$ cat src/rtl/traffic_light_monitor.sv
// rtl/traffic_light_monitor.sv - two-road light bus checker: phase decode, order/duration checks, sticky fault
// Optional completed-cycle counter port cycles_done is built when TRAFFIC_MON_COUNT_EN is defined.
module traffic_light_monitor #(
    parameter int GREEN1_CYC  = 5,
    parameter int YELLOW1_CYC = 2,
    parameter int GREEN2_CYC  = 5,
    parameter int YELLOW2_CYC = 2,
    parameter int CNT_W       = 4
) (
    input  logic             clk,
    input  logic             rst,
    input  logic [2:0]       signal1_light,
    input  logic [2:0]       signal2_light,
    input  logic             clr_fault,
    output logic [1:0]       phase,
    output logic             phase_valid,
    output logic [CNT_W-1:0] run_len,
    output logic             err_encoding,
    output logic             err_conflict,
    output logic             err_sequence,
    output logic             err_duration,
`ifdef TRAFFIC_MON_COUNT_EN
    output logic [7:0]       cycles_done,
`endif
    output logic             fault
);

    localparam logic [0:0] ST_SYNC  = 1'b0;
    localparam logic [0:0] ST_TRACK = 1'b1;
    localparam logic [2:0] L_GREEN  = 3'b001;
    localparam logic [2:0] L_YELLOW = 3'b010;
    localparam logic [2:0] L_RED    = 3'b100;

    logic [2:0]       s1_q, s2_q;
    logic             smp_vld;
    logic [0:0]       state, state_d;
    logic             partial, partial_d;
    logic             overstay, overstay_d;
    logic [1:0]       phase_d, dec_phase, phase_inc;
    logic             valid_d;
    logic [CNT_W-1:0] run_d, exp_cur;
    logic             enc_d, conf_d, seq_d, dur_d, cyc_inc;
    logic             s1_ok, s2_ok, enc_bad, conflict, both_red, legal;

    function automatic logic [CNT_W-1:0] exp_len(input logic [1:0] p);
        case (p)
            2'd0:    return CNT_W'(GREEN1_CYC);
            2'd1:    return CNT_W'(YELLOW1_CYC);
            2'd2:    return CNT_W'(GREEN2_CYC);
            default: return CNT_W'(YELLOW2_CYC);
        endcase
    endfunction

    // smp_vld keeps the all-zero reset sample from being judged as an encoding error
    always_ff @(posedge clk or negedge rst) begin
        if (!rst) begin
            s1_q    <= 3'b000;
            s2_q    <= 3'b000;
            smp_vld <= 1'b0;
        end else begin
            s1_q    <= signal1_light;
            s2_q    <= signal2_light;
            smp_vld <= 1'b1;
        end
    end

    always_comb begin
        s1_ok     = (s1_q == L_GREEN) || (s1_q == L_YELLOW) || (s1_q == L_RED);
        s2_ok     = (s2_q == L_GREEN) || (s2_q == L_YELLOW) || (s2_q == L_RED);
        enc_bad   = !(s1_ok && s2_ok);
        conflict  = !enc_bad && (s1_q != L_RED) && (s2_q != L_RED);
        both_red  = !enc_bad && (s1_q == L_RED) && (s2_q == L_RED);
        legal     = !enc_bad && !conflict && !both_red;
        dec_phase = (s1_q == L_RED) ? {1'b1, s2_q == L_YELLOW} : {1'b0, s1_q == L_YELLOW};
        phase_inc = phase + 2'd1;
        exp_cur   = exp_len(phase);
    end

    always_comb begin
        state_d    = state;
        phase_d    = phase;
        valid_d    = phase_valid;
        run_d      = run_len;
        partial_d  = partial;
        overstay_d = overstay;
        enc_d      = 1'b0;
        conf_d     = 1'b0;
        seq_d      = 1'b0;
        dur_d      = 1'b0;
        cyc_inc    = 1'b0;
        if (smp_vld) begin
            if (!legal) begin
                enc_d   = enc_bad;
                conf_d  = conflict;
                seq_d   = both_red;
                state_d = ST_SYNC;
                valid_d = 1'b0;
                run_d   = '0;
            end else if (state == ST_SYNC) begin
                state_d    = ST_TRACK;
                valid_d    = 1'b1;
                phase_d    = dec_phase;
                run_d      = {{(CNT_W-1){1'b0}}, 1'b1};
                partial_d  = 1'b1;
                overstay_d = 1'b0;
            end else if (dec_phase == phase) begin
                if (run_len != '1)
                    run_d = run_len + 1'b1;
                // overstay is reported as soon as the run outlasts its budget, not at the change
                if (run_len == exp_cur && !overstay) begin
                    dur_d      = 1'b1;
                    overstay_d = 1'b1;
                end
            end else begin
                seq_d      = (dec_phase != phase_inc);
                dur_d      = !partial && !overstay && (run_len != exp_cur);
                cyc_inc    = (dec_phase == phase_inc) && (phase == 2'd3);
                phase_d    = dec_phase;
                run_d      = {{(CNT_W-1){1'b0}}, 1'b1};
                partial_d  = 1'b0;
                overstay_d = 1'b0;
            end
        end
    end

    always_ff @(posedge clk or negedge rst) begin
        if (!rst) begin
            state        <= ST_SYNC;
            phase        <= 2'd0;
            phase_valid  <= 1'b0;
            run_len      <= '0;
            partial      <= 1'b0;
            overstay     <= 1'b0;
            err_encoding <= 1'b0;
            err_conflict <= 1'b0;
            err_sequence <= 1'b0;
            err_duration <= 1'b0;
            fault        <= 1'b0;
        end else begin
            state        <= state_d;
            phase        <= phase_d;
            phase_valid  <= valid_d;
            run_len      <= run_d;
            partial      <= partial_d;
            overstay     <= overstay_d;
            err_encoding <= enc_d;
            err_conflict <= conf_d;
            err_sequence <= seq_d;
            err_duration <= dur_d;
            fault        <= enc_d | conf_d | seq_d | dur_d | (fault & ~clr_fault);
        end
    end

`ifdef TRAFFIC_MON_COUNT_EN
    always_ff @(posedge clk or negedge rst) begin
        if (!rst)
            cycles_done <= 8'd0;
        else if (cyc_inc)
            cycles_done <= cycles_done + 8'd1;
    end
`else
    logic unused_cyc_inc;
    assign unused_cyc_inc = cyc_inc;
`endif

endmodule

$ cat config.mk
export PLATFORM = sky130hd
export DESIGN_NAME = traffic_light_monitor
export DESIGN_NICKNAME = d
export VERILOG_FILES = /design/src/rtl/traffic_light_monitor.sv
export SDC_FILE = /design/constraint.sdc
export NUM_CORES = 1
export LEC_CHECK = 0
export BUFFER_PORTS_ARGS = -buffer_cell sky130_fd_sc_hd__buf_2
export CAP_MARGIN = 20
export CELL_PAD_IN_SITES_DETAIL_PLACEMENT = 0
export CELL_PAD_IN_SITES_GLOBAL_PLACEMENT = 1
export CORE_ASPECT_RATIO = 1.5
export CORE_MARGIN = 8
export CORE_UTILIZATION = 43
export CTS_CLUSTER_SIZE = 12
export DETAILED_ROUTE_END_ITERATION = 6
export MAX_ROUTING_LAYER = met4
export PLACE_DENSITY_LB_ADDON = 0.05
export SYNTH_ARGS = -nofsm -noshare
export SYNTH_HDL_FRONTEND = slang
export SYNTH_SLANG_ARGS = --single-unit
$ cat constraint.sdc
create_clock -name clk -period 2.7 [get_ports clk]
set_input_delay 0.135 -clock clk [delete_from_list [all_inputs] [get_ports clk]]
set_output_delay 0.135 -clock clk [all_outputs]
set_load 0.05 [all_outputs]
Yosys cells after proc, flatten, opt, wreduce, memory -nomap -nowiden
Cells that the tools add are included.
Word-level totals
  flip-flop bits (word level): 22
  output and inout port bits: 12
  word-level logic and storage cells: 94
Operators by class
  $add $sub $neg: 2
  equality and inequality tests: 18
  multiplexer cells: 29
  bitwise operators: 6
  reduce and logical (&&, ||, !) cells: 25
Operators with widths (count)
  $mux 1: 21
  $mux 4: 4
  $logic_and 1x1->1: 10
  $eq 3x1->1 const B: 2
  $eq 3x2->1 const B: 2
  $eq 3x3->1 const B: 2
  $mux 2: 3
  $ne 3x3->1 const B: 2
  $reduce_and 3->1: 2
  $logic_not 1->1: 5
  $add 4x1->4 const B: 1
  $eq 4x4->1: 1
  $logic_or 1x1->1: 4
  $ne 2x2->1 const B: 2
  $ne 4x3->1 const B: 1
  $ne 4x4->1: 1
  $ne 4x4->1 const B: 1
  $or 1x1->1: 4
  $reduce_and 2->1: 2
  $mux 3: 1
  $ne 3x2->1 const B: 1
  $add 2x1->2 const B: 1
  $eq 2x2->1: 1
  $eq 2x2->1 const B: 1
  5 further kinds: 5

Longest topological paths before layout
  depth in word-level cells: 15
  gate-level depth with buffers: 8
  gate-level depth less buffers: 8

Worst setup path before layout
OpenSTA, ideal clock, no wires.
  path type: reg-to-reg
  start: reg phase[0]
  end: reg fault
  setup time: 132 ps
  arrival time: 2146 ps
  setup slack: 422 ps
  stages on the path, launching flop included: 8
  period minus slack after synthesis: 2278 ps
  path through: dfrtp_1 inv_1 ha_1 nor2_1 mux2_2 mux2_4 a221oi_2 nand3_1
Between the ends
  cells in the longest elaborated chain, start to end: 12
  elaborated cells between the ends (all ways): 23
  classes of those cells: add/sub (1); eq/ne (5); mux (10); bitwise (3); reduce/logical (4)
Ends and longest elaborated chain
  start, declared: line 15  | output logic [1:0] phase,
  start signal, assigned: line 141  | phase <= phase_d;
  $eq 2x2->1 / $logic_not 2->1 (equally long branches): line 46  | case (p)
  $reduce_or 2->1 (no line)
  $mux 3: line 46
  $eq 4x4->1: line 110  | if (run_len == exp_cur && !overstay) begin
  $logic_and 1x1->1: line 110
  $mux 1: line 110
  $mux 1: line 106  | end else if (dec_phase == phase) begin
  $mux 1: line 99  | end else if (state == ST_SYNC) begin
  $mux 1: line 92  | if (!legal) begin
  $mux 1: line 91  | if (smp_vld) begin
  $or 1x1->1 * (2 in a row): line 150  | fault <= enc_d | conf_d | seq_d | dur_d | (fault & ~clr_fault);
  end signal, assigned: line 150
  end, declared: line 25  | output logic fault
Mark *: on every way between the ends. The rest lies on a longest branch, timed or not.
A chain may end at the register's enable or synchronous reset.

Final worst setup path
  start: reg s1_q[1]
  end: reg fault
Between the ends
  cells in the longest elaborated chain, start to end: 15
  elaborated cells between the ends (all ways): 35
  classes of those cells: eq/ne (6); mux (13); bitwise (4); reduce/logical (12)
Ends and longest elaborated chain
  start, declared: line 34  | logic [2:0] s1_q, s2_q;
  start signal, assigned: line 61  | s1_q <= signal1_light;
  $eq 3x1->1 / $eq 3x2->1 (equally long branches): line 68, 74
  $logic_or 1x1->1 (2 in a row): line 68  | s1_ok = (s1_q == L_GREEN) || (s1_q == L_YELLOW) || (s1_q == L_RED);
  $logic_and 1x1->1: line 70  | enc_bad = !(s1_ok && s2_ok);
  $logic_and 1x1->1 (2 in a row): line 71  | conflict = !enc_bad && (s1_q != L_RED) && (s2_q != L_RED);
  $logic_not 1->1: line 73  | legal = !enc_bad && !conflict && !both_red;
  $logic_and 1x1->1 (2 in a row): line 73
  $mux 1: line 92
  $mux 1: line 91
  $or 1x1->1 (2 in a row): line 150
  $or 1x1->1 * (2 in a row): line 150
Marked as above.

==> flow_summary.yaml <==
run_status:
  outcome: "finished, final reports clean"
synth:
  synth_top_area_cell: "dfrtp_1"
  postSynthCellCount: 130
  async_reset_ff_share_pct: 100
  syn_nets: 142
  synthTopCellsByArea: "dfrtp_1 (42%), a21oi_1 (3.0%), nor3_1 (3.0%)"
  ys_seq_area_share_pct: 41.5
  synth.distinct_cells: 49
  avgSynthCellArea_um2: 10.2
  ys_ff_latch: 22
  synth_top_area_share_pct: 41.5
  synth_edf_count: 0
  yosys_most_used_dff: "dfrtp_1"
  netlist_area_um2: 1330
  ys_warn_count: 0
clock_tree:
  cts_buffer_depth: 2
  htree_num_levels: 1
  cts_made_buffers: 3
  post_cts_buffers: 0
  clockRootBuffer: "clkbuf_8"
  clk_latency_ns: 0.25
  cts_resized: 0
  cts.clk_slew.worst_paths_ns: 0.08
  cts_tree: "yes"
  cts_num_sinks: 22
timing:
  rsz0062_at_grt: "false"
  finalCritPeriodShare_pct: 80.3
  final-setup-viol-count: 0
  hold_viol_final: 0
  worstMarginPinSlew_ns: 0.534
  skew_ns: 0.00148
  maxSlewViolCount: 0
  slew_headroom_pct: 64.4
  finalSetupTns_ns: 0
  post-route-min-period_ns: 2.17
  fmaxAchievable_mhz: 461
global_route:
  track_usage_pct: 12.2
  antenna_found_initial: 0
  grt_pass1_vias: 1019
  grt_max_degree: 23
  grt_overflow: 0
  grt_pass1_wl_um: 4750
detailed_routing:
  drt_iter0_drc: 14
  drt-pass1-iter-count: 4
  num_vias: 992
  drt-vias-per-instance: 5.17
  routed_wl_um: 2920
  ant_nets: 0
  wl_per_cell_um: 15.2
  route.detailed.drc: 0
floorplan:
  io_pins: 21
  fp.dieW_um: 61.3
  initial_core_util_pct: 45.5
  core_um2: 2910
  die_area_um2: 5150
  num_rows: 24
  die_height_um: 84.0
placed_design:
  gp_congestion: 0.734
  hpwl_um: 2210
  placed_area_um2: 1420
  port_buffers: 20
finish:
  area_delta_synth_final_pct: 15.8
  layout.nets: 167
  drive_above_1_share_pct: 24.2
  antenna_cells: 0
  fin_area_um2: 1530
setup_path:
  start_kind: "flop"
  crit_chain: "nor4bb_4 -> a211oi_2 -> o22ai_2 -> mux2_4 -> a221oi_2 -> nand3_1"
  cp_data_arrival_time_ns: 2.30
  max_stage_delay_ns: 0.58
  required_ns: 2.83
  end_kind: "flop"
  crit_fanout: 12
  crit_slowest_cell: "dfrtp_1"
  path_class: "flop to flop"
job:
  maxCapViolCount: 0
hold_path:
  hp-class: "input port to flop"
power:
  leakage_nw: 0.679
  max-vdd-ir-drop_mv: 0.324
  powerDensity_nw_per_um2: 491
cell usage after synthesis, drive strengths merged (3+ instances only):
cell    number
a21o         3
a21oi        9
buf          7
dfrtp       22
ha           3
inv          5
mux2         3
nand2        9
nand2b       5
nand3        3
nor2         9
nor3         9
nor4b        3
o21ai        8
xnor2        4
worst max-delay path, delay by kind of cell (launching register included):
kind / cells / cell delay, ns
AO/OA/AOI/OAI: 3 / 0.64
flip-flops: 1 / 0.58
AND/OR/NAND/NOR: 2 / 0.48
multiplexers: 1 / 0.34
timing repair:
| action | CTS | global route |
|---|---|---|
| endpoints found under the setup margin | 0 | 0 |
| hold buffers | 7 | 0 |
| hold endpoints to repair | 28 | 0 |
sequential cells by signal, indices dropped and copies added, names as in the netlist:
name,count
s2_q,3
phase,2
partial,1
smp_vld,1
err_conflict,1
run_len,4
fault,1
phase_valid,1
err_duration,1
state,1
err_encoding,1
overstay,1
s1_q,3
err_sequence,1
cells by family after synthesis:
| kind of cell | after synthesis | synth area share [%] |
|---|---|---|
| AND/OR/NAND/NOR | 53 | 27.4 |
| XOR/XNOR | 5 | 3.30 |
| flip-flops | 22 | 41.5 |
| other | 1 | 0.283 |
| AO/OA/AOI/OAI | 29 | 15.0 |
| buffers and inverters | 12 | 5.29 |
| adder cells (fa/ha/maj) | 3 | 2.83 |
| multiplexers | 5 | 4.34 |
metal layers:
metal | up-vias | share of wire [%] | track usage, %
met5 | - | 0 | -
met3 | 2 | 3.4 | 2.47
met2 | 13 | 53 | 20.6
li1 | 510 | - | -
met1 | 467 | 43 | 13.6
met4 | 0 | 0.89 | 3.84
path summary, 6_finish.rpt:
kind                                 startpoint                      to  slack (ns)  depth (start not counted)
setup / recovery              s1_q[1]$_DFF_PN0_         fault$_DFF_PN0_        0.53                          6
hold / removal                        clr_fault         fault$_DFF_PN0_        0.25                          4
setup reg to reg              s1_q[1]$_DFF_PN0_         fault$_DFF_PN0_        0.53                          6
hold reg to reg            overstay$_DFFE_PN0P_    overstay$_DFFE_PN0P_        0.52                          2
max in group asynchronous                   rst  err_duration$_DFF_PN0_        1.99                          2
min in group asynchronous                   rst       s2_q[2]$_DFF_PN0_        0.38                          2
area by class of cell:
type / instances / area, um^2
repair buffers: 27 / 170
flip-flops and latches: 22 / 551
clock buffers: 3 / 41.3
inverters: 5 / 18.8
well taps: 39 / 48.8
multi-input cells: 96 / 704
fillers: 291 / 1380
placed cells by master, fill, tap and decap left out, drive strengths merged, types with 4 or more instances in the layout:
cell	instances
nand2	9
dfrtp	22
o21ai	8
nor3	9
a21oi	9
inv	5
xnor2	4
nand2b	5
nor2	9
dlygate4sd3	7
buf	20
power by group:
group          leakage, nW  total, W  internal (W)  switching [W]
Sequential           0.279  0.000389      0.000351      0.0000378
Combinational        0.378  0.000168     0.0000692      0.0000987
Clock               0.0216  0.000197     0.0000992      0.0000980
stage by stage:
stage | hold WS (ns) | worst slack, ns | util [%] | instances | total power, W
after floorplan | -0.161 | 0.422 | - | 130 | 0.000515
after global placement | 0.125 | 0.602 | 48.8 | 182 | 0.000555
after detailed placement | 0.132 | 0.530 | 48.8 | 182 | 0.000558
after CTS | 0.249 | 0.545 | 52.7 | 192 | 0.000766
after global routing | 0.281 | 0.393 | 52.7 | 192 | 0.000794
final | 0.252 | 0.533 | 52.7 | 192 | 0.000754
(Power assumes the default switching activity.)
